--- config.mk ---
export PLATFORM = sky130hd
export DESIGN_NAME = red_pair_stage
export DESIGN_NICKNAME = d
export VERILOG_FILES = /design/src/rtl/red_pair_stage.sv
export SDC_FILE = /design/constraint.sdc
export NUM_CORES = 1
export LEC_CHECK = 0
export CAP_MARGIN = 0
export CORE_ASPECT_RATIO = 1.1
export CORE_MARGIN = 4
export CORE_UTILIZATION = 35
export DETAILED_ROUTE_END_ITERATION = 8
export PLACE_DENSITY = 0.67
export SLEW_MARGIN = 20
export SYNTH_ARGS = -nofsm -noshare
export SYNTH_HDL_FRONTEND = slang
export SYNTH_SLANG_ARGS = --single-unit
--- constraint.sdc ---
create_clock -name clk -period 1.79 [get_ports clk]
set_input_delay 0.358 -clock clk [delete_from_list [all_inputs] [get_ports clk]]
set_output_delay 0.358 -clock clk [all_outputs]
set_load 0.005 [all_outputs]
--- src/rtl/red_pair_stage.sv ---
// Two-stage RED front end: stage 1 forms four signed nibble-lane sums,
// stage 2 folds them into signed hi/lo pair sums for the final RED adder.
module red_pair_stage #(
   parameter int unsigned TAG_W = 4
) (
   input  logic             clk,
   input  logic             rst_n,
   input  logic             in_valid,
   input  logic             stall,
   input  logic             flush,
   input  logic [15:0]      A,
   input  logic [15:0]      B,
   input  logic [TAG_W-1:0] rd_in,
   output logic             in_ready,
   output logic             out_valid,
   output logic [5:0]       pair_hi,
   output logic [5:0]       pair_lo,
   output logic [TAG_W-1:0] rd_out
);

   logic [3:0][4:0]  s1_sum_d, s1_sum_q;
   logic [TAG_W-1:0] s1_tag_d, s1_tag_q;
   logic             s1_valid_d, s1_valid_q;
   logic [5:0]       pair_hi_d, pair_hi_q;
   logic [5:0]       pair_lo_d, pair_lo_q;
   logic [TAG_W-1:0] rd_out_d, rd_out_q;
   logic             out_valid_d, out_valid_q;

   assign in_ready = ~stall;

   always_comb begin
      s1_sum_d  = s1_sum_q;
      s1_tag_d  = s1_tag_q;
      pair_hi_d = pair_hi_q;
      pair_lo_d = pair_lo_q;
      rd_out_d  = rd_out_q;
      if (!stall) begin
         for (int k = 0; k < 4; k++) begin
            s1_sum_d[k] = {A[4*k+3], A[4*k +: 4]} + {B[4*k+3], B[4*k +: 4]};
         end
         s1_tag_d  = rd_in;
         pair_hi_d = {s1_sum_q[3][4], s1_sum_q[3]} + {s1_sum_q[2][4], s1_sum_q[2]};
         pair_lo_d = {s1_sum_q[1][4], s1_sum_q[1]} + {s1_sum_q[0][4], s1_sum_q[0]};
         rd_out_d  = s1_tag_q;
      end
   end

   // Flush beats stall so in-flight ops die even while the pipe is frozen.
   always_comb begin
      s1_valid_d  = s1_valid_q;
      out_valid_d = out_valid_q;
      if (flush) begin
         s1_valid_d  = 1'b0;
         out_valid_d = 1'b0;
      end else if (!stall) begin
         s1_valid_d  = in_valid;
         out_valid_d = s1_valid_q;
      end
   end

   always_ff @(posedge clk) begin
      if (!rst_n) begin
         s1_sum_q    <= '0;
         s1_tag_q    <= '0;
         s1_valid_q  <= 1'b0;
         pair_hi_q   <= '0;
         pair_lo_q   <= '0;
         rd_out_q    <= '0;
         out_valid_q <= 1'b0;
      end else begin
         s1_sum_q    <= s1_sum_d;
         s1_tag_q    <= s1_tag_d;
         s1_valid_q  <= s1_valid_d;
         pair_hi_q   <= pair_hi_d;
         pair_lo_q   <= pair_lo_d;
         rd_out_q    <= rd_out_d;
         out_valid_q <= out_valid_d;
      end
   end

   assign out_valid = out_valid_q;
   assign pair_hi   = pair_hi_q;
   assign pair_lo   = pair_lo_q;
   assign rd_out    = rd_out_q;

endmodule

==> reports/metrics.csv, run 1 <==
stage,metric,value,unit
die,initial_core_util,36.07,%
detailed_routing,wl_met1,2209,µm
clock_network,cts.root.buffer_cell,clkbuf_8,
layout,final_cell_mix,"clkdlybuf4s50_1, dfxtp_1, nor2_1",
power,swShare,23.81,%
grt,grt_usage,12.78,%
critical_path,crit_family,simple AND/OR/NAND/NOR gates,
sta,slew_headroom,73.52,%
detailed_routing,met2_wirelength,2721,µm
critical_path,reg2reg_slack,0.12,ns
power,powerDensity,770.5,nW/µm²
grt,grt_max_degree,49,
critical_path,critPathBufInv,2,
layout,num-nets-final,403,
critical_path,cp-start-kind,input pin,
sta,worstMarginPinSlew,0.3948,ns
placed_design,port_buffers,58,
sta,report.final.slew_viol_count,0,
grt,grt_pass1_wl,8480,µm
detailed_routing,num_vias,2045,
sta,rsz0062_at_grt,no,
sta,final.min_clock_period,1.693,ns
layout,final_common_cell,clkdlybuf4s50_1,
yosys,yosysTopAreaCellShare,35.35,%
grt,antenna_found_initial,0,
yosys,ys_seq_area_share,35.35,%
power,fin_total_pwr,2.513,mW
yosys,ys_warn_count,0,
sta,finClkSkew,0.003663,ns
critical_path,slowest_delay,0.45,ns
power,p_comb_share,22.0,%
power,p_leak,1.367,nW
detailed_routing,drt_iter0_drc,58,
clock_network,cts_buffers,5,
critical_path,slowest_stage,or4b_1,
critical_path,path_max_fanout,2,
yosys,yosys-top-cells-area,"dfxtp_1, ha_1, mux2i_1, nand3_1, fa_1",
yosys,syn_inst,263,
clock_network,clk_latency,0.28,ns
detailed_routing,wl_met3,202,µm
run_status,outcome,"finished, final reports clean",
layout,drive_gt1_share,8.157,%
detailed_routing,ant_nets,0,
clock_network,cts_buffer_depth,2,
placed_design,place_congestion,0.8535,
clock_network,htreeDepth,2,
clock_network,cts_tree,built,
layout,final_util,49.47,%
sta,max_freq,590.8,MHz
sta,whs,0.4691,ns
sta,period_share,94.56,%
die,fp.coreArea,6594,µm²
layout,diodes,0,
clock_network,cts_hold_buf,0,
die,ioPinCount,59,
yosys,synth_area_per_cell,9.044,µm²
layout,num-fill-cells,650,
grt,grt_overflow_total,0,
clock_network,clk_pin_slew_worst_paths,0.08,ns
layout,multi_input_area,1419,µm²
critical_path,path_cells,clkdlybuf4s50_1 > ha_1 > inv_2 > fa_2 > nor2b_1 > or4b_1 > a31oi_1,
detailed_routing,drt_wl_total,5164,µm
power,p_sw,598.5,µW
yosys,yosysTopAreaCell,dfxtp_1,
critical_path,crit_type,input pin to flip-flop,
sta,hold_violations,0,
layout,area.growth.synth_to_final,37.14,%
yosys,synth_nets,336,
die,die_height,94.46,µm
layout,layoutNonFillerInstCount,413,
detailed_routing,via_per_inst,4.952,
placed_design,place_hpwl,3953,µm
detailed_routing,dr.max_layer_used,met4,
die,die_width,86.60,µm
die,dieArea,8180,µm²
hold_path,worstHoldStart,s1_sum_q[17]$_SDFFE_PN0N_,
hold_path,hold_path_class,flip-flop to flip-flop,
layout,area.sequential,840.8,µm²
grt,grt_pass1_vias,2006,
detailed_routing,wl_per_cell,12.50,µm
power,p_clk_share,36.2,%
yosys,syn_area,2379,µm²
detailed_routing,drc,0,
yosys,yosysUniqueCellTypes,29,
critical_path,end_kind,flip-flop,
detailed_routing,drtPass1Iterations,4,
critical_path,critPathLaunch,A[8],
yosys,ys_seq_elements,42,
run,maxCapViolCount,0,
critical_path,timing.rr.start,s1_sum_q[0]$_SDFFE_PN0N_,
sta,setup_viol,0,
power,seq_power_share,41.8,%
die,rows,31,
power,intPower,1.915,mW
critical_path,required,2.01,ns
critical_path,worstPathArrival,1.91,ns
placed_design,dp.cells,404,
power,vdd_drop_max,0.3930,mV
clock_network,cts_sinks,42,
==> path summary, 6_finish.rpt <==
kind                                             endpoint  cells after the start
worst max-delay path            s1_sum_q[14]$_SDFFE_PN0N_                      7
worst min-delay path            s1_sum_q[17]$_SDFFE_PN0N_                      2
worst max register to register    pair_lo[4]$_SDFFE_PN0N_                      6
worst min register to register  s1_sum_q[17]$_SDFFE_PN0N_                      2
==> worst reg2reg max path: stages, from the launching register on <==
cell and delay, ns:
dfxtp_1 0.34, ha_1 0.18, inv_1 0.06, fa_1 0.37, nand2b_1 0.20, a2111o_1 0.38, o211ai_1 0.08
==> logic make-up (layout without fill, tap and decap cells) <==
family          after synthesis  after routing  synth area share [%]
compound gates               46             46                 12.94
buf+inv                      29             97                 5.102
flops                        42             42                 35.35
xor+xnor                      2              2                0.7366
fa+ha+maj                    32             32                 18.73
mux                          17             17                 7.154
simple gates                 95             95                 19.99
==> sequential cells by signal (all words and copies together) (netlist names) <==
register    flops
s1_sum_q       20
rd_out          4
out_valid       1
pair_lo         6
pair_hi         6
s1_tag_q        4
s1_valid_q      1
==> cell usage after synthesis <==
| cell | count |
|---|---|
| nor4b_1 | 2 |
| o21ba_2 | 2 |
| ha_1 | 26 |
| dfxtp_1 | 42 |
| a211oi_1 | 7 |
| clkinv_1 | 1 |
| o31ai_1 | 2 |
| a21oi_1 | 16 |
| mux2i_1 | 17 |
| inv_1 | 16 |
| nand2b_1 | 14 |
| o211ai_1 | 1 |
| a2111o_1 | 6 |
| nor2b_1 | 6 |
| xnor2_1 | 1 |
| xor2_1 | 1 |
| nand2_1 | 8 |
| buf_4 | 1 |
| clkbuf_1 | 3 |
| nand4_1 | 5 |
| buf_1 | 1 |
| nor3b_1 | 2 |
| nand3_1 | 26 |
| or4b_1 | 1 |
| a31oi_1 | 4 |
| buf_2 | 7 |
| o21ai_0 | 8 |
| nor2_1 | 31 |
| fa_1 | 6 |
==> stage by stage <==
stage	TNS [ns]	setup WS [ns]	area [µm²]
2_1_floorplan	0	0.2467	2379
3_3_place_gp	-0.7162	-0.1720	3109
3_5_place_dp	-1.078	-0.2229	3109
4_1_cts	0	0.09628	3252
5_1_grt	0	0.002057	3262
6_report	0	0.09732	3262
==> metal layers <==
layer	GRT usage, %	vias up
met5	0	-
li1	-	1061
met1	13.96	948
met2	24.87	34
met4	3.506	0
met3	2.269	2
==> cell type report <==
type / instances / share of cell area [%]
clock inverter: 2 / 1.841
clock buffer: 6 / 2.532
multi-input combinational: 192 / 43.50
timing repair buffer: 72 / 21.25
sequential: 42 / 25.78
inverter: 17 / 1.956
tap: 82 / 3.145
==> power groups by stage <==
| stage | registers (mW) | clock network [mW] | logic [mW] |
|---|---|---|---|
| after floorplan | 1.06 | 0 | 0.312 |
| after global placement | 1.07 | 0 | 0.546 |
| after detailed placement | 1.07 | 0 | 0.555 |
| after CTS | 1.05 | 0.938 | 0.559 |
| after global routing | 1.06 | 0.972 | 0.623 |
| final | 1.05 | 0.910 | 0.553 |
==> repair_timing <==
action                     CTS  global route
setup endpoints to repair    0             1
gates resized for setup      0             2
setup buffers                0             1
(Power assumes the default switching activity.)
==> run 2, diff against run 1 <==
CORE_ASPECT_RATIO = 1.4   (was 1.1)
TNS_END_PERCENT = 100   (was default)
==> run 2 against run 1 <==
  * Flip-flop and latch count unchanged
  * Cell count up 2.7%
  * Sequential share of layout area up 0.27 points
  * Core utilization down 0.65 points
  * Global-route usage up 0.90 points
  * First-iteration DRC count up 72%
  * Die area up 0.21%
  * Register-to-register slack about the same
  * Sequential power about the same
  * Critical endpoint is now pair_lo[4]$_SDFFE_PN0N_
  * Largest cell class unchanged
==> reports/metrics.csv, run 2 (same netlist as run 1, synthesis figures left out) <==
stage,metric,value,unit,change
grt,grt_overflow_total,0,,unchanged
placed_design,port_buffers,58,,unchanged
clock_network,cts_sinks,42,,unchanged
run,maxCapViolCount,0,,unchanged
layout,num-fill-cells,645,,-0.77%
layout,diodes,0,,unchanged
clock_network,clk_pin_slew_worst_paths,0.07,ns,about the same
critical_path,required,2.01,ns,about the same
power,vdd_drop_max,0.2604,mV,-34%
sta,report.final.slew_viol_count,0,,unchanged
sta,worstMarginPinSlew,0.4149,ns,+0.02010 ns
die,die_height,105.5,µm,+12%
layout,area.growth.synth_to_final,35.72,%,
layout,layoutNonFillerInstCount,424,,+2.7%
detailed_routing,wl_per_cell,12.53,µm,+0.18%
grt,grt_max_degree,31,,-37%
critical_path,end_kind,flip-flop,,
placed_design,dp.cells,416,,+3.0%
detailed_routing,drtPass1Iterations,4,,unchanged
clock_network,cts_hold_buf,0,,unchanged
detailed_routing,via_per_inst,4.934,,-0.36%
layout,final_common_cell,clkdlybuf4s50_1,,
detailed_routing,drt_wl_total,5311,µm,+2.8%
placed_design,pre_cts_ws,-0.2109,ns,+0.01204 ns
clock_network,cts_resized,0,,unchanged
clock_network,cts_buffer_depth,2,,unchanged
sta,setup_viol,0,,unchanged
sta,hold_violations,0,,unchanged
hold_path,hold_path_class,flip-flop to flip-flop,,
clock_network,cts_setup_buffers,0,,unchanged
power,powerDensity,689.3,nW/µm²,-11%
die,rows,35,,+13%
sta,period_share,93.90,%,-0.66 points
layout,num-nets-final,404,,+0.25%
sta,setup_slack,0.1091,ns,+0.01180 ns
grt,grt_usage,13.69,%,+0.90 points
layout,final_cell_mix,"clkdlybuf4s50_1, dfxtp_1, nor2_1",,
clock_network,clk_latency,0.30,ns,+0.02 ns
detailed_routing,drt_iter0_drc,100,,+72%
grt,grt_pass1_wl,9018,µm,+6.3%
detailed_routing,num_vias,2092,,+2.3%
layout,top_register,s1_sum_q,,
clock_network,cts.root.buffer_cell,clkbuf_8,,
detailed_routing,ant_nets,0,,unchanged
sta,rsz0062_at_grt,no,,
detailed_routing,drc,0,,unchanged
layout,drive_gt1_share,7.530,%,-0.63 points
critical_path,crit_type,flip-flop to flip-flop,,
grt,grt_pass1_vias,2062,,+2.8%
critical_path,worstPathArrival,1.90,ns,about the same
sta,finClkSkew,0.007784,ns,+0.004121 ns
grt,antenna_found_initial,0,,unchanged
sta,slew_headroom,72.17,%,-1.3 points
placed_design,place_hpwl,4201,µm,+6.3%
die,fp.coreArea,6613,µm²,+0.28%
sta,final.min_clock_period,1.681,ns,-0.01180 ns
die,ioPinCount,59,,unchanged
clock_network,htreeDepth,2,,unchanged
die,initial_core_util,35.97,%,-0.10 points
die,die_width,77.67,µm,-10%
clock_network,cts_buffers,5,,unchanged
power,p_leak,1.350,nW,-1.2%
run_status,outcome,"finished, final reports clean",,
layout,largest_reg_flops,20,,unchanged
critical_path,cp-start-kind,flip-flop,,
sta,max_freq,594.9,MHz,+0.70%
critical_path,path_max_fanout,3,,+1
clock_network,cts_tree,built,,
die,dieArea,8197,µm²,+0.21%
placed_design,place_congestion,0.8050,,-5.7%
==> run 2: changes by cell type in the layout (fill, tap and decap cells not counted), sizes merged <==
cell    before  now
bufinv       2    0
clkbuf       6    7
buf         15   16
clkinv       1    2
==> run 2: layout make-up <==
type	count	area (µm²)	area share, %
clock inverters	1	5.005	0.1550
clock buffers	7	86.33	2.674
multi-input cells	192	1416	43.88
repair buffers	73	700.7	21.71
inverters	17	63.81	1.977
flip-flops and latches	42	840.8	26.05
well taps	92	115.1	3.566
==> run 2: path summary, 6_finish.rpt <==
| check | startpoint | to | slack [ns] | cells past startpoint |
|---|---|---|---|---|
| worst max-delay path | s1_sum_q[0]$_SDFFE_PN0N_ | pair_lo[4]$_SDFFE_PN0N_ | 0.11 | 6 |
| worst max register to register | s1_sum_q[0]$_SDFFE_PN0N_ | pair_lo[4]$_SDFFE_PN0N_ | 0.11 | 6 |
| worst min-delay path | pair_hi[2]$_SDFFE_PN0N_ | pair_hi[2]$_SDFFE_PN0N_ | 0.46 | 2 |
| worst min register to register | pair_hi[2]$_SDFFE_PN0N_ | pair_hi[2]$_SDFFE_PN0N_ | 0.46 | 2 |
==> run 2: per-stage QoR <==
| stage | total power [mW] | hold slack [ns] | cell area, µm² | util (%) | setup TNS (ns) |
|---|---|---|---|---|---|
| 2_1_floorplan | 1.376 | 0.4439 | 2379 | - | 0 |
| 3_3_place_gp | 1.621 | 0.4507 | 3137 | 47.44 | -0.9084 |
| 3_5_place_dp | 1.634 | 0.4548 | 3137 | 47.44 | -1.121 |
| 4_1_cts | 2.262 | 0.4662 | 3228 | 48.82 | 0 |
| 5_1_grt | 2.364 | 0.4967 | 3228 | 48.82 | 0 |
| 6_report | 2.225 | 0.4628 | 3228 | 48.82 | 0 |
==> run 2: routing by layer <==
layer | wire (µm) | global-route usage (%) | up-vias
met5 | 0 | 0 | -
met4 | 123 | 5.980 | 0
met3 | 203 | 2.393 | 10
met2 | 2806 | 25.74 | 45
met1 | 2178 | 14.57 | 966
li1 | - | - | 1071
==> run 2: critical path, stage by stage (launching register included) <==
cell and delay (ns):
dfxtp_1 0.35, ha_1 0.19, inv_1 0.06, fa_1 0.37, nand2b_1 0.19, a2111o_1 0.38, o211ai_1 0.08
==> run 2: where the power goes <==
group	leakage (nW)	internal [mW]	switching (mW)
registers	0.346	1.01	0.0438
logic	0.956	0.313	0.240
clock network	0.0482	0.311	0.311
total	1.35	1.63	0.595
